===== src/rtl/tdm_pkg.sv =====
// tdm_pkg -- shared definitions for the TDM demultiplexer.
//   tdm_state_e      : framing FSM states (HUNT searching for start of frame, SYNC locked)
//   TDM_N_CH_DEFAULT : default number of time-division channels per frame
//   TDM_W_DEFAULT    : default data word width in bits
package tdm_pkg;

  typedef enum logic [0:0] {
    HUNT = 1'b0,
    SYNC = 1'b1
  } tdm_state_e;

  localparam int TDM_N_CH_DEFAULT = 4;
  localparam int TDM_W_DEFAULT    = 8;

endpackage : tdm_pkg


===== src/rtl/tdm_demux_onehot.sv =====
// demux_onehot -- combinational channel selector.
//   idx   in  : channel index to enable
//   wr_en in  : write strobe; when low no enable is asserted
//   en    out : N_CH-bit one-hot enable (all zero when wr_en is low)
module demux_onehot
  import tdm_pkg::*;
#(
  parameter int N_CH = TDM_N_CH_DEFAULT
) (
  input  logic [$clog2(N_CH)-1:0] idx,
  input  logic                    wr_en,
  output logic [N_CH-1:0]         en
);

  localparam int IW = $clog2(N_CH);

  // Decode the index into a one-hot enable, gated by the write strobe.
  always_comb begin
    en = {N_CH{1'b0}};
    for (int i = 0; i < N_CH; i++) begin
      if (wr_en && (idx == IW'(i))) begin
        en[i] = 1'b1;
      end else begin
        en[i] = 1'b0;
      end
    end
  end

endmodule : demux_onehot


===== src/rtl/tdm_demux.sv =====
// tdm_demux -- time-division demultiplexer with start-of-frame framing.
//   clk        in  : single clock, rising edge
//   rst        in  : asynchronous active-high reset
//   in_valid   in  : a word is present on in_data
//   in_sof     in  : start of frame, marks the channel-0 word (qualified by in_valid)
//   in_data    in  : multiplexed data word
//   ch_data    out : per-channel registered data, held until that channel is rewritten
//   ch_valid   out : one-hot pulse marking the channel updated this cycle
//   frame_done out : pulse when the last channel of a frame is written
//   frame_err  out : pulse on any framing violation
//   locked     out : high while the framer is in SYNC
// All outputs come straight from flops; an accepted word appears one cycle later.
module tdm_demux
  import tdm_pkg::*;
#(
  parameter int N_CH = TDM_N_CH_DEFAULT,
  parameter int W    = TDM_W_DEFAULT
) (
  input  logic                   clk,
  input  logic                   rst,
  input  logic                   in_valid,
  input  logic                   in_sof,
  input  logic [W-1:0]           in_data,
  output logic [N_CH-1:0][W-1:0] ch_data,
  output logic [N_CH-1:0]        ch_valid,
  output logic                   frame_done,
  output logic                   frame_err,
  output logic                   locked
);

  localparam int IW = $clog2(N_CH);
  localparam logic [IW-1:0] IDX_ZERO = {IW{1'b0}};
  localparam logic [IW-1:0] IDX_ONE  = IW'(1);
  localparam logic [IW-1:0] IDX_LAST = IW'(N_CH - 1);

  tdm_state_e             state_q, state_d;
  logic [IW-1:0]          ch_idx_q, ch_idx_d;
  logic [N_CH-1:0][W-1:0] ch_data_q, ch_data_d;
  logic [N_CH-1:0]        ch_valid_q, ch_valid_d;
  logic                   frame_done_q, frame_done_d;
  logic                   frame_err_q, frame_err_d;
  logic                   locked_q, locked_d;

  logic                   wr_s;
  logic [IW-1:0]          wr_idx_s;
  logic [N_CH-1:0]        wr_en_s;

  demux_onehot #(
    .N_CH (N_CH)
  ) u_sel (
    .idx   (wr_idx_s),
    .wr_en (wr_s),
    .en    (wr_en_s)
  );

  // Framing decisions: which channel (if any) takes the word, errors, next state.
  always_comb begin
    state_d     = state_q;
    ch_idx_d    = ch_idx_q;
    wr_s        = 1'b0;
    wr_idx_s    = ch_idx_q;
    frame_err_d = 1'b0;
    if (in_valid) begin
      case (state_q)
        HUNT: begin
          if (in_sof) begin
            wr_s     = 1'b1;
            wr_idx_s = IDX_ZERO;
            ch_idx_d = IDX_ONE;
            state_d  = SYNC;
          end else begin
            // Not a frame start: silently discard while hunting.
            wr_s = 1'b0;
          end
        end
        SYNC: begin
          if (in_sof) begin
            // sof always realigns to channel 0; it is only an error mid-frame.
            wr_s        = 1'b1;
            wr_idx_s    = IDX_ZERO;
            ch_idx_d    = IDX_ONE;
            frame_err_d = (ch_idx_q != IDX_ZERO);
          end else if (ch_idx_q == IDX_ZERO) begin
            // Expected a frame start but none came: lose lock.
            frame_err_d = 1'b1;
            state_d     = HUNT;
            ch_idx_d    = IDX_ZERO;
          end else begin
            wr_s     = 1'b1;
            wr_idx_s = ch_idx_q;
            if (ch_idx_q == IDX_LAST) begin
              ch_idx_d = IDX_ZERO;
            end else begin
              ch_idx_d = ch_idx_q + IDX_ONE;
            end
          end
        end
        default: begin
          state_d  = HUNT;
          ch_idx_d = IDX_ZERO;
        end
      endcase
    end else begin
      wr_s = 1'b0;
    end
  end

  // Output next-values derived from the one-hot channel enable.
  always_comb begin
    ch_data_d = ch_data_q;
    for (int i = 0; i < N_CH; i++) begin
      if (wr_en_s[i]) begin
        ch_data_d[i] = in_data;
      end else begin
        ch_data_d[i] = ch_data_q[i];
      end
    end
    ch_valid_d   = wr_en_s;
    frame_done_d = wr_en_s[N_CH-1];
    locked_d     = (state_d == SYNC);
  end

  // State and output registers.
  always_ff @(posedge clk or posedge rst) begin
    if (rst) begin
      state_q      <= HUNT;
      ch_idx_q     <= IDX_ZERO;
      ch_data_q    <= {(N_CH*W){1'b0}};
      ch_valid_q   <= {N_CH{1'b0}};
      frame_done_q <= 1'b0;
      frame_err_q  <= 1'b0;
      locked_q     <= 1'b0;
    end else begin
      state_q      <= state_d;
      ch_idx_q     <= ch_idx_d;
      ch_data_q    <= ch_data_d;
      ch_valid_q   <= ch_valid_d;
      frame_done_q <= frame_done_d;
      frame_err_q  <= frame_err_d;
      locked_q     <= locked_d;
    end
  end

  assign ch_data    = ch_data_q;
  assign ch_valid   = ch_valid_q;
  assign frame_done = frame_done_q;
  assign frame_err  = frame_err_q;
  assign locked     = locked_q;

endmodule : tdm_demux


===== config.mk =====
export PLATFORM = sky130hd
export DESIGN_NAME = tdm_demux
export DESIGN_NICKNAME = d
export VERILOG_FILES = /design/src/rtl/tdm_pkg.sv /design/src/rtl/tdm_demux_onehot.sv /design/src/rtl/tdm_demux.sv
export SDC_FILE = /design/constraint.sdc
export NUM_CORES = 1
export LEC_CHECK = 0
export CAP_MARGIN = 20
export CORE_MARGIN = 2
export CORE_UTILIZATION = 60
export DETAILED_ROUTE_END_ITERATION = 10
export DONT_BUFFER_PORTS = 1
export HOLD_SLACK_MARGIN = 0.03
export PLACE_DENSITY_LB_ADDON = 0.2
export SLEW_MARGIN = 20
export SYNTH_ARGS = -nofsm -noshare
export SYNTH_HDL_FRONTEND = slang
export SYNTH_SLANG_ARGS = --single-unit

===== constraint.sdc =====
create_clock -name clk -period 2.7 [get_ports clk]
set_input_delay 0 -clock clk [delete_from_list [all_inputs] [get_ports clk]]
set_output_delay 0 -clock clk [all_outputs]
set_load 0.02 [all_outputs]

======== Yosys cells after proc, flatten, opt, wreduce, memory -nomap -nowiden ========
Index checks and enable logic that the tools add are counted.
storage, ports and cells
  bits in registers ....................... 41
  bits in latches ......................... 0
  bits in writable memories ............... 0
  ROM bits ................................ 0
  bits of input ports ..................... 12
  output and inout bits ................... 39
  word-level logic and storage cells ...... 44
  memories ................................ 0
cells by class
  add/sub/neg operators ................... 1
  $mul .................................... 0
  divide/modulo/power cells ............... 0
  magnitude comparators ................... 0
  equal/unequal tests ..................... 5
  shift operators ......................... 0
  mux-type cells .......................... 20
  bitwise operators ....................... 1
  reduce and logical (&&, ||, !) cells .... 8
operators with widths
  cell                                                             number
  1-bit two-way mux                                                12
  2-bit two-way mux                                                6
  2-bit == test, second input constant                             3
  1-bit logical AND                                                4
  2-bit zero test                                                  2
  2-bit case mux with 2 select lines                               1
  2-bit by 1-bit adder with 2-bit output, second input constant    1
  2-bit by 1-bit == test with 1-bit output, second input constant  1
  2-bit != test, second input constant                             1
  1-bit case mux with 2 select lines                               1
  2-bit AND reduction                                              1
  2-bit nonzero test                                               1
  1-bit inverter                                                   1

======== Longest topological paths before layout ========
Gate-level depths: netlist of run 1.
  depth in word-level cells ............... 7
  gate-level depth with buffers ........... 7
  mapped depth without buffers ............ 6

======== Cells and area by module ========
From an unflattened synthesis of run 1, not the netlist that was laid out.
second synthesis, totals
  cell total of the unflattened synthesis .. 102
  area, all modules ....................... 1565.3 µm²
by module, submodules not included
  module        instances  cells each  area each (µm²)  sequential area each (µm²)
  tdm_demux     1          98          1527.7           1001.0
  demux_onehot  1          4           37.5             0.0

======== Least setup slack after synthesis of run 1 ========
Ideal clock, no wire load.
  path type ............................... register to register
  from .................................... reg ch_idx_q[1]
  to ...................................... reg ch_data_q (netlist bit ch_data[24])
  setup time .............................. 0.125 ns
  arrival time ............................ 1.819 ns
  required time ........................... 2.575 ns
  setup slack ............................. 0.756 ns
  stages on the path, launching flop included .. 8
  path buffers ............................ 1
  clock period less this slack ............ 1.944 ns
  cell sequence ........................... dfrtp_1 inv_1 ha_1 ha_1 and4bb_4 and3_4 buf_6 mux2_2
between the ends
  cells in the longest elaborated chain, start to end .. 7
  elaborated cells between the ends (all ways) .. 10
  those cells by class .................... 1 x eq/ne; 7 x mux; 2 x reduce/logical
ends and longest elaborated chain
  item                                line                    source
  start, declared                     tdm_demux.sv:37         logic [IW-1:0] ch_idx_q, ch_idx_d;
  start signal, assigned              tdm_demux.sv:135        ch_idx_q <= ch_idx_d;
  2-bit zero test                     tdm_demux.sv:83         end else if (ch_idx_q == IDX_ZERO) begin
  1-bit two-way mux                   tdm_demux.sv:83
  1-bit two-way mux                   tdm_demux.sv:77         if (in_sof) begin
  1-bit case mux with 2 select lines  tdm_demux.sv:64         case (state_q)
  1-bit two-way mux                   tdm_demux.sv:63         if (in_valid) begin
  1-bit logical AND (*)               tdm_demux_onehot.sv:21  if (wr_en && (idx == IW'(i))) begin
  1-bit two-way mux (*)               tdm_demux_onehot.sv:21
  named net ch_valid_d[3]             tdm_demux.sv:39         logic [N_CH-1:0] ch_valid_q, ch_valid_d;
  end signal, assigned                tdm_demux.sv:128        ch_data_q <= {(N_CH*W){1'b0}};
  end signal, assigned                tdm_demux.sv:136        ch_data_q <= ch_data_d;
  end, declared                       tdm_demux.sv:38         logic [N_CH-1:0][W-1:0] ch_data_q, ch_data_d;
Mark *: on every way through the listed nets, which the timed path passes. The rest lies on a longest branch.
A chain may end at the register's enable or synchronous reset.

======== Final worst setup path of run 1 ========
  from .................................... reg ch_idx_q[1]
  to ...................................... reg ch_data_q (netlist bit ch_data[25])
between the ends
  cells in the longest elaborated chain, start to end .. 7
  elaborated cells between the ends (all ways) .. 10
  those cells by class .................... 1 x eq/ne; 7 x mux; 2 x reduce/logical
ends and longest elaborated chain
  item                                line
  2-bit zero test                     tdm_demux.sv:83
  1-bit two-way mux                   tdm_demux.sv:83
  1-bit two-way mux                   tdm_demux.sv:77
  1-bit case mux with 2 select lines  tdm_demux.sv:64
  1-bit two-way mux                   tdm_demux.sv:63
  1-bit logical AND (*)               tdm_demux_onehot.sv:21
  1-bit two-way mux (*)               tdm_demux_onehot.sv:21
Mark *: on every way between the ends. The rest lies on a longest branch, timed or not.

==> results of run 1 <==
routing by layer:
metal / vias to the layer above / part of all wire, % / track usage (%)
met5: - / 0 / 0
met4: 0 / 0.53 / 6.272
li1: 387 / - / -
met2: 39 / 50 / 31.97
met1: 433 / 40 / 24.52
met3: 2 / 9.2 / 10.54
cells by family after synthesis:
kind of cell,after synthesis
flops,40
simple gates,10
compound gates,7
mux,32
buf+inv,11
fa+ha+maj,3
state kept, by name, summed over array words and instances (netlist names):
name       cells
frame_err      1
locked         1
ch_idx_q       2
ch_data       32
ch_valid       4
cell usage in the layout (no fill, tap or decap):
| cell | count |
|---|---|
| dfrtp_1 | 40 |
| and3_4 | 1 |
| nand3_1 | 1 |
| nand3_2 | 2 |
| mux2_2 | 32 |
| and4bb_4 | 1 |
| nor3b_1 | 1 |
| a21oi_1 | 2 |
| o2bb2ai_1 | 1 |
| dlygate4sd3_1 | 12 |
| inv_1 | 7 |
| nor2_1 | 1 |
| buf_4 | 1 |
| clkbuf_1 | 1 |
| clkbuf_4 | 5 |
| o21ai_0 | 2 |
| bufinv_16 | 1 |
| a31oi_1 | 1 |
| nor3_1 | 1 |
| o211ai_2 | 1 |
| clkinv_2 | 1 |
| ha_1 | 3 |
| nand2_1 | 2 |
cell type report:
type                       instances  share of cell area (%)
sequential                        40                   55.90
multi-input combinational         52                   29.14
timing repair buffer              13                   7.128
clock buffer                       6                   2.306
tap                               30                   2.096
clock inverter                     2                   1.957
inverter                           7                   1.468
worst max-delay path, delay by kind of cell, from the launching register on:
kind                     cells  cell delay [ps]
AND/OR/NAND/NOR              2              650
flip-flops                   1              460
adder cells (fa/ha/maj)      2              410
multiplexers                 1              350
buffers and inverters        1              130
power by group through the flow:
stage / combinational [mW] / sequential, mW / clock [mW]
floorplan: 0.334 / 1.29 / 0
global placement: 0.341 / 1.35 / 0
detailed placement: 0.365 / 1.36 / 0
CTS: 0.394 / 1.35 / 0.394
global route: 0.432 / 1.37 / 0.422
finish: 0.392 / 1.34 / 0.386
through the flow:
step,hold slack (ps),cells
after floorplan,150.6,103
after global placement,71.33,130
after detailed placement,79.37,130
after CTS,42.26,150
after global routing,56.43,150
final,53.98,150
synthesized netlist by cell type, drive strengths merged:
cell type	n
o21ai	2
dfrtp	40
a21oi	2
nor3b	1
o211ai	1
nor3	1
buf	3
nand3	3
clkbuf	1
o2bb2ai	1
and4bb	1
and3	1
a31oi	1
ha	3
nand2	2
nor2	1
inv	7
mux2	32
worst min path at each step:
| stage | startpoint | to | slack [ps] | depth (start not counted) |
|---|---|---|---|---|
| floorplan | in_data[0] | ch_data[16] | 150 | 1 |
| global placement | rst | ch_valid[3] | 70 | 1 |
| detailed placement | rst | ch_valid[3] | 80 | 1 |
| CTS | in_sof | ch_valid[0] | 40 | 2 |
| global route | in_sof | ch_valid[0] | 60 | 2 |
| finish | in_sof | ch_valid[0] | 50 | 2 |
==> run metrics, run 1 <==
fin nets 134; Yosys top cell area share 63.34%; GRT overflow 0; Critical Path Sink ch_data[25]; Setup TNS 0 ps; global-route wire length before repair 4705 um; worst slew pin tran 782.2 ps; Finished Cell Area 1790 um2; First-pass DRT Iterations 4; register area share after synthesis 63.34%; gr usage total 20.38%; worst rel slew slack 47.79%; leakage power 0.8371 nW; worst-path fanout max 9; post-CTS setup buffer count 0; FF+latch area 1001 um2; final period utilization 77.97%; # IOs 51; unrepaired setup endpoints after global routing false; Wirelength per Cell 18.72 um; DRT Wirelength 2808 um; post-CTS sizing 0; critical path's largest stage delay 460 ps; min cycle time layout 2105 ps; Via-to-Cell Ratio 5.740; CP cell instances inv_1 > ha_1 > ha_1 > and4bb_4 > and3_4 > mux2_2; final core occ 72.27%; Sw Share 39.35%; post-synthesis instance area 1580 um2; P&R area growth vs syn 13.30%; synth unique cells 20; clock sinks 40; Combinational Power Share 18.5%; routed vias 861; worst slack at placement 607.4 ps; Startpoint Class flop; Max Fclk 475.0 MHz; initial antenna violation count 0; crit path kind reg2reg; Post-Synth Simple-Gate Area 4.830%; Slew Viols, Final 0; Die Width 55.32 um; Remaining DRCs 0; CP Capture Type flop; CP max stage cell dfrtp_1; Int Power 1.284 mW; ratio of cells with drive above 1 in the final layout 37.50%; Net Sw Power 0.8332 mW; Hold Fails Final Rpt 0; Post-CTS Hold Fix Bufs 12; final worst slack 594.9 ps; vias in the first global route 957; Clock Pin Slew Worst Setup and Hold Paths 120 ps; Starting Density 63.79%; Synth Register Bits 40; footprint of the multi-input gates 521.8 um2; mux share of post-synthesis cell area 22.80%; largest net degree at the start of global routing 23; run status complete, no violations; yosys warns 0; reg2reg end ch_data[25]; Post-Syn Instances 103; Routed Antenna Nets 0; clock network power share 18.2%; Synth Area in Compound Gates 3.009%; Max Cap Viol 0; FF-to-FF path depth 6; row count 18; largest family of logic cells by synthesized area multiplexers; Root Driver clkbuf_4; Syn Nets 118; Max H-tree Level 2; Pwr Density 1183 nW/um2; port bufs 0; clk_skew 9.829 ps; Routability Congestion 0.7343; antenna cell count 0; initial DRC count 9; CP dominant cell by count ha_1; final setup violation count 0; Worst Setup SP ch_idx_q[1]; die area 3060 um2; min-delay worst type in2reg; CTS tree yes; R2R Setup Slk 590 ps; Fillers 179; die height 55.32 um; area leader, netlist dfrtp_1; CORE AREA 2477 um2; CP Data Arrival Time 2340 ps; DP HPWL 1879 um; Synth Area in Adders 2.375%; sequential share of power 63.2%; Clk Latency, worst-skew pair 340 ps; Longest Clk Path Bufs 2; Synth Area in XOR/XNOR 0%; Overall Power 2.117 mW; Crit path required time 2930 ps; r2r startpoint ch_idx_q[1]; Num CTS Buffers 5; Synth Area per Inst 15.34 um2; worst vdd ir 0.0007927 V; placed cell areas 1594 um2; main area contributors after synthesis dfrtp_1, mux2_2, ha_1, inv_1, nand3_2
No activity file was read; power rests on OpenSTA's default activity.
==> run 2: changes to the inputs <==
- clock period: 2.7 -> 2.2 ns (I/O delays scaled with it)
==> run metrics, run 2 (synthesis results as in run 1) <==
First-pass DRT Iterations 4 (unchanged); Remaining DRCs 0 (unchanged); port bufs 0 (unchanged); Max H-tree Level 2 (unchanged); Overall Power 2.460 mW (was 2.117 mW); M1 WL 1100 um (was 1123 um); Via-to-Cell Ratio 5.827 (was 5.740); clock sinks 40 (unchanged); Routability Congestion 0.7181 (was 0.7343); post-CTS setup buffer count 0 (unchanged); CP Depth 6 (unchanged); Max Cap Viol 0 (unchanged); # IOs 51 (unchanged); Pwr Density 1386 nW/um2 (was 1183 nW/um2); die height 55.32 um (unchanged); crit path kind reg2reg (unchanged); number of flip-flops in the largest register 32 (unchanged); fin nets 135 (was 134); Setup TNS 0 ps (unchanged); gr usage total 19.54% (was 20.38%); final setup violation count 0 (unchanged); critical path's largest stage delay 450 ps (was 460 ps); worst slew pin tran 576.0 ps (was 782.2 ps); Fillers 166 (was 179); Clk Latency, worst-skew pair 340 ps (about the same); post-CTS sizing 0 (unchanged); Starting Density 63.79% (unchanged); GRT overflow 0 (unchanged); met3 WL post-DR 216 um (was 258 um); routed vias 874 (was 861); Top Metal Used met4 (unchanged); CTS tree yes (unchanged); worst rel slew slack 61.49% (was 47.79%); Die Width 55.32 um (unchanged); CP top delay family simple AND/OR/NAND/NOR gates (unchanged); commonest non-fill, non-tap cell in the layout dfrtp_1 (unchanged); Hold Fails Final Rpt 0 (unchanged); row count 18 (unchanged); Startpoint Class flop (unchanged); largest net degree at the start of global routing 36 (was 23); CP dominant cell by count ha_1 (unchanged); antenna cell count 0 (unchanged); ratio of cells with drive above 1 in the final layout 37.50% (unchanged); vias in the first global route 896 (was 957); Slew Viols, Final 0 (unchanged); worst vdd ir 0.001198 V (was 0.0007927 V); CP Data Arrival Time 2310 ps (was 2340 ps); run status complete, no violations (unchanged); global-route wire length before repair 4519 um (was 4705 um); met2 WL 1439 um (was 1411 um); Routed Antenna Nets 0 (unchanged); min-delay worst type in2reg (unchanged); DRT Wirelength 2775 um (was 2808 um); die area 3060 um2 (unchanged); CP max stage cell dfrtp_1 (unchanged); hold path depth 2 (unchanged); Max Fclk 480.6 MHz (was 475.0 MHz); DP HPWL 1799 um (was 1879 um); Wirelength per Cell 18.50 um (was 18.72 um); most frequent cells in the layout dfrtp_1, mux2_2, dlygate4sd3_1 (unchanged); Clock Pin Slew Worst Setup and Hold Paths 110 ps (was 120 ps); clk_skew 5.219 ps (was 9.829 ps); Worst Path Buf+Inv 1 (unchanged); Longest Clk Path Bufs 2 (unchanged); Crit path required time 2430 ps (was 2930 ps); CP Capture Type flop (unchanged); Post-CTS Hold Fix Bufs 13 (was 12); unrepaired setup endpoints after global routing false (unchanged); initial DRC count 6 (was 9); CP cell instances inv_1 > ha_1 > ha_1 > and4bb_4 > and3_4 > mux2_2 (unchanged); worst-path fanout max 9 (unchanged); FF-to-FF path depth 6 (unchanged); P&R area growth vs syn 12.27% (was 13.30%); initial antenna violation count 0 (unchanged); final period utilization 94.58% (was 77.97%); Root Driver clkbuf_4 (unchanged); CORE AREA 2477 um2 (unchanged); leakage power 0.8262 nW (was 0.8371 nW); Num CTS Buffers 5 (unchanged); min cycle time layout 2081 ps (was 2105 ps)
-- run 2: area by class of cell --
class	instances	area [um2]	share of cell area (%)
inverters	7	26.28	1.481
clock buffers	5	37.54	2.116
flip-flops and latches	40	1001	56.42
repair buffers	14	137.6	7.757
clock inverters	2	12.51	0.7052
multi-input cells	52	521.8	29.41
well taps	30	37.54	2.116
-- run 2: path summary, 6_finish.rpt --
check | slack, ps | start | endpoint
worst max-delay path | 120 | ch_idx_q[1] | ch_data[30]
worst min-delay path | 50 | in_sof | ch_valid[0]
worst max register to register | 120 | ch_idx_q[1] | ch_data[30]
worst min register to register | 670 | ch_data[1] | ch_data[1]
max in group asynchronous | 1440 | rst | locked
min in group asynchronous | 230 | rst | ch_idx_q[1]
-- run 2: report_power, final --
part | internal, mW | switching (mW)
sequential | 1.04 | 0.600
combinational | 0.296 | 0.178
clock | 0.117 | 0.228
total | 1.45 | 1.01
-- run 2: per-layer routing --
metal	vias up	track usage [%]
met5	-	0
met4	0	7.317
met3	4	9.836
met2	35	29.93
met1	441	23.76
li1	394	-
-- run 2: per-stage QoR --
step / setup slack [ps] / hold slack, ps / instance area [um2] / util (%) / instances
6_report: 119.3 / 54.89 / 1774 / 71.62 / 150
3_3_place_gp: 194.9 / -189.0 / 1594 / 64.34 / 130
3_5_place_dp: 137.5 / -191.1 / 1594 / 64.34 / 130
4_1_cts: 123.6 / 58.42 / 1774 / 71.62 / 150
5_1_grt: 33.90 / 64.74 / 1774 / 71.62 / 150
2_1_floorplan: 256.1 / 150.6 / 1580 / - / 103
==> run 3: changes to the inputs <==
- ABC_AREA: not set -> 1
- BUFFER_PORTS_ARGS: not set -> -buffer_cell sky130_fd_sc_hd__buf_4
- CORE_UTILIZATION: 60 -> 52
- DONT_BUFFER_PORTS: 1 -> not set
- PLACE_DENSITY_LB_ADDON: 0.2 -> 0.05
==> run metrics, run 3 <==
run status complete, no violations (unchanged); Synth Flop Type dfrtp_1 (unchanged); Via-to-Cell Ratio 5.023 (was 5.827); Max Fclk 537.8 MHz (was 480.6 MHz); Syn Nets 215 (was 118); routed vias 1,562 (was 874); Yosys top cell area share 53.05% (was 63.34%); CP cell instances inv_1 > ha_1 > ha_1 > nand2_1 > inv_1 > a21oi_4 > buf_12 > nand3_1 > nand2_1 (was inv_1 > ha_1 > ha_1 > and4bb_4 > and3_4 > mux2_2); hold_ws 323.8 ps (was 54.89 ps); critical path's largest stage delay 470 ps (was 450 ps); leakage power 1.343 nW (was 0.8262 nW); min cycle time layout 1860 ps (was 2081 ps); largest net degree at the start of global routing 41 (was 36); GRT overflow 0 (unchanged); Startpoint Class flop (unchanged); Routability Congestion 0.8003 (was 0.7181); CP max stage cell dfrtp_1 (unchanged); CP Data Arrival Time 2160 ps (was 2310 ps); Synth Area per Inst 9.434 um2 (was 15.34 um2); Starting Density 55.24% (was 63.79%); Setup TNS 0 ps (unchanged); final period utilization 84.52% (was 94.58%); Synth Area in XOR/XNOR 0% (unchanged); unrepaired setup endpoints after global routing false (unchanged); number of flip-flops in the largest register 32 (unchanged); FF+latch area 1001 um2 (unchanged); largest family of logic cells by synthesized area simple AND/OR/NAND/NOR gates (was multiplexers); Net Sw Power 1.329 mW (was 1.006 mW); DRT Wirelength 4329 um (was 2775 um); r2r startpoint ch_idx_q[0] (was ch_idx_q[1]); Max H-tree Level 2 (unchanged); Clock Pin Slew Worst Setup and Hold Paths 120 ps (was 110 ps); First-pass DRT Iterations 4 (unchanged); reg2reg end ch_data[26] (was ch_data[30]); CP Capture Type flop (unchanged); main area contributors after synthesis dfrtp_1, nand2_1, o21bai_1, nand3_1, inv_1 (was dfrtp_1, mux2_2, ha_1, inv_1, nand3_2); Hold Fails Final Rpt 0 (unchanged); worst slack at placement 401.7 ps (was 137.5 ps); Post-Syn Instances 200 (was 103); register area share after synthesis 53.05% (was 63.34%); clk_skew 6.161 ps (was 5.219 ps); die area 4126 um2 (was 3060 um2); vias in the first global route 1,578 (was 896); fin nets 279 (was 135); Crit path required time 2500 ps (was 2430 ps); port bufs 50 (was 0); Synth Register Bits 40 (unchanged); Slew Viols, Final 0 (unchanged); P&R area growth vs syn 30.90% (was 12.27%); Int Power 1.975 mW (was 1.453 mW); row count 21 (was 18); Pwr Density 1338 nW/um2 (was 1386 nW/um2); worst slew pin tran 501.7 ps (was 576.0 ps); initial DRC count 68 (was 6); die height 64.24 um (was 55.32 um); FF-to-FF path depth 9 (was 6); Post-Synth Simple-Gate Area 22.28% (was 4.830%); gr usage total 23.76% (was 19.54%); Synth Area in Compound Gates 12.53% (was 3.009%); Clk Latency, worst-skew pair 350 ps (was 340 ps); sequential share of power 37.2% (was 66.7%); Overall Power 3.305 mW (was 2.460 mW); global-route wire length before repair 7396 um (was 4519 um); post-synthesis instance area 1887 um2 (was 1580 um2); Sw Share 40.22% (was 40.91%); Die Width 64.24 um (was 55.32 um); Fillers 267 (was 166); worst rel slew slack 66.55% (was 61.49%); clock sinks 40 (unchanged); Worst Setup SP ch_idx_q[0] (was ch_idx_q[1]); worst-path fanout max 32 (was 9); final setup violation count 0 (unchanged); Remaining DRCs 0 (unchanged); Root Driver clkbuf_4 (unchanged); most frequent cells in the layout buf_4, nand2_1, dfrtp_1 (was dfrtp_1, mux2_2, dlygate4sd3_1); footprint of the multi-input gates 694.4 um2 (was 521.8 um2); min-delay worst type in2async (was in2reg); # IOs 51 (unchanged); Max Cap Viol 0 (unchanged); Post-synth top cells nand2_1, dfrtp_1, inv_1, nand3_1, o21bai_1 (was dfrtp_1, mux2_2, inv_1, ha_1); DP HPWL 2756 um (was 1799 um); Wirelength per Cell 13.92 um (was 18.50 um); R2R Setup Slk 340 ps (was 120 ps); Longest Clk Path Bufs 2 (unchanged); worst vdd ir 0.0007611 V (was 0.001198 V); clock network power share 14.6% (was 14.0%); most common cell in the netlist nand2_1 (was dfrtp_1); Routed Antenna Nets 0 (unchanged); Post-synth EDFFs 0 (unchanged); post-CTS setup buffer count 0 (unchanged); Synth Area in Adders 1.989% (was 2.375%); CTS tree yes (unchanged); area leader, netlist dfrtp_1 (unchanged); initial antenna violation count 0 (unchanged); ys async rst share 100.0% (unchanged); antenna cell count 0 (unchanged); crit path kind reg2reg (unchanged); CORE AREA 3416 um2 (was 2477 um2); synth unique cells 18 (was 20); final worst slack 340.5 ps (was 119.3 ps); Num CTS Buffers 5 (unchanged); ratio of cells with drive above 1 in the final layout 27.55% (was 37.50%); Combinational Power Share 48.2% (was 19.3%); yosys warns 0 (unchanged); mux share of post-synthesis cell area 0% (was 22.80%); commonest non-fill, non-tap cell in the layout buf_4 (was dfrtp_1)
-- run 3: cell types whose count changed in the layout (fill, tap and decap cells not counted), sizes merged, moves of 2 or more --
cell,previous run,this run
mux2,32,0
nor2,1,4
nand2,2,48
nand3,3,36
inv,7,34
buf,1,52
dlygate4sd3,13,11
o21bai,0,24
-- run 3: logic make-up (layout without fill, tap and decap cells) --
| logic type | count (synthesis) | in the layout |
|---|---|---|
| AND/OR/NAND/NOR | 88 | 88 |
| buffers and inverters | 40 | 105 |
| adder cells (fa/ha/maj) | 3 | 3 |
| flip-flops | 40 | 40 |
| AO/OA/AOI/OAI | 29 | 29 |
-- run 3: how the worst max path moves through the flow --
stage / end / slack (ps) / cells past startpoint
after global placement: ch_data[26] / 440 / 9
after CTS: ch_data[26] / 350 / 9
final: ch_data[26] / 340 / 9
after global routing: ch_data[26] / 230 / 9
after floorplan: ch_data[24] / 550 / 9
after detailed placement: ch_data[26] / 400 / 9
-- run 3: worst max-delay path, delay by kind of cell, from the launching register on --
family,cells,cell delay (ps)
AO/OA/AOI/OAI,1,140
adder cells (fa/ha/maj),2,420
buffers and inverters,3,420
AND/OR/NAND/NOR,3,340
flip-flops,1,470
-- run 3: repair_timing --
action | 4_1_cts | 5_1_grt
endpoints found under the hold margin | 76 | 0
gates resized for setup | 0 | 0
hold buffers | 11 | 0
-- run 3: layer usage --
metal	part of all wire, %	wire, um	track usage [%]	vias up
met2	47	2025	38.02	59
met1	44	1893	31.63	732
met5	0	0	0	-
met3	7.4	321	4.049	9
li1	-	-	-	762
met4	2.1	89	10.90	0
-- run 3: final cells by class --
| cell class | instances | share of cell area (%) |
|---|---|---|
| Sequential cell | 40 | 40.53 |
| Multi-Input combinational cell | 120 | 28.12 |
| Timing Repair Buffer | 63 | 20.77 |
| Inverter | 34 | 5.167 |
| Tap cell | 46 | 2.330 |
| Clock buffer | 6 | 1.672 |
| Clock inverter | 2 | 1.418 |
-- run 3: power groups by stage --
stage | Clock, mW | Sequential, mW | Combinational (mW)
6_report | 0.483 | 1.23 | 1.59
5_1_grt | 0.518 | 1.27 | 1.75
4_1_cts | 0.492 | 1.23 | 1.61
3_5_place_dp | 0 | 1.24 | 1.58
3_3_place_gp | 0 | 1.24 | 1.56
2_1_floorplan | 0 | 1.61 | 0.581
-- run 3: stage by stage --
step / cell area (um2) / util [%] / instances
CTS: 2470 / 72.31 / 311
detailed placement: 2283 / 66.85 / 292
finish: 2470 / 72.31 / 311
global route: 2470 / 72.31 / 311
global placement: 2283 / 66.85 / 292
floorplan: 1887 / - / 200
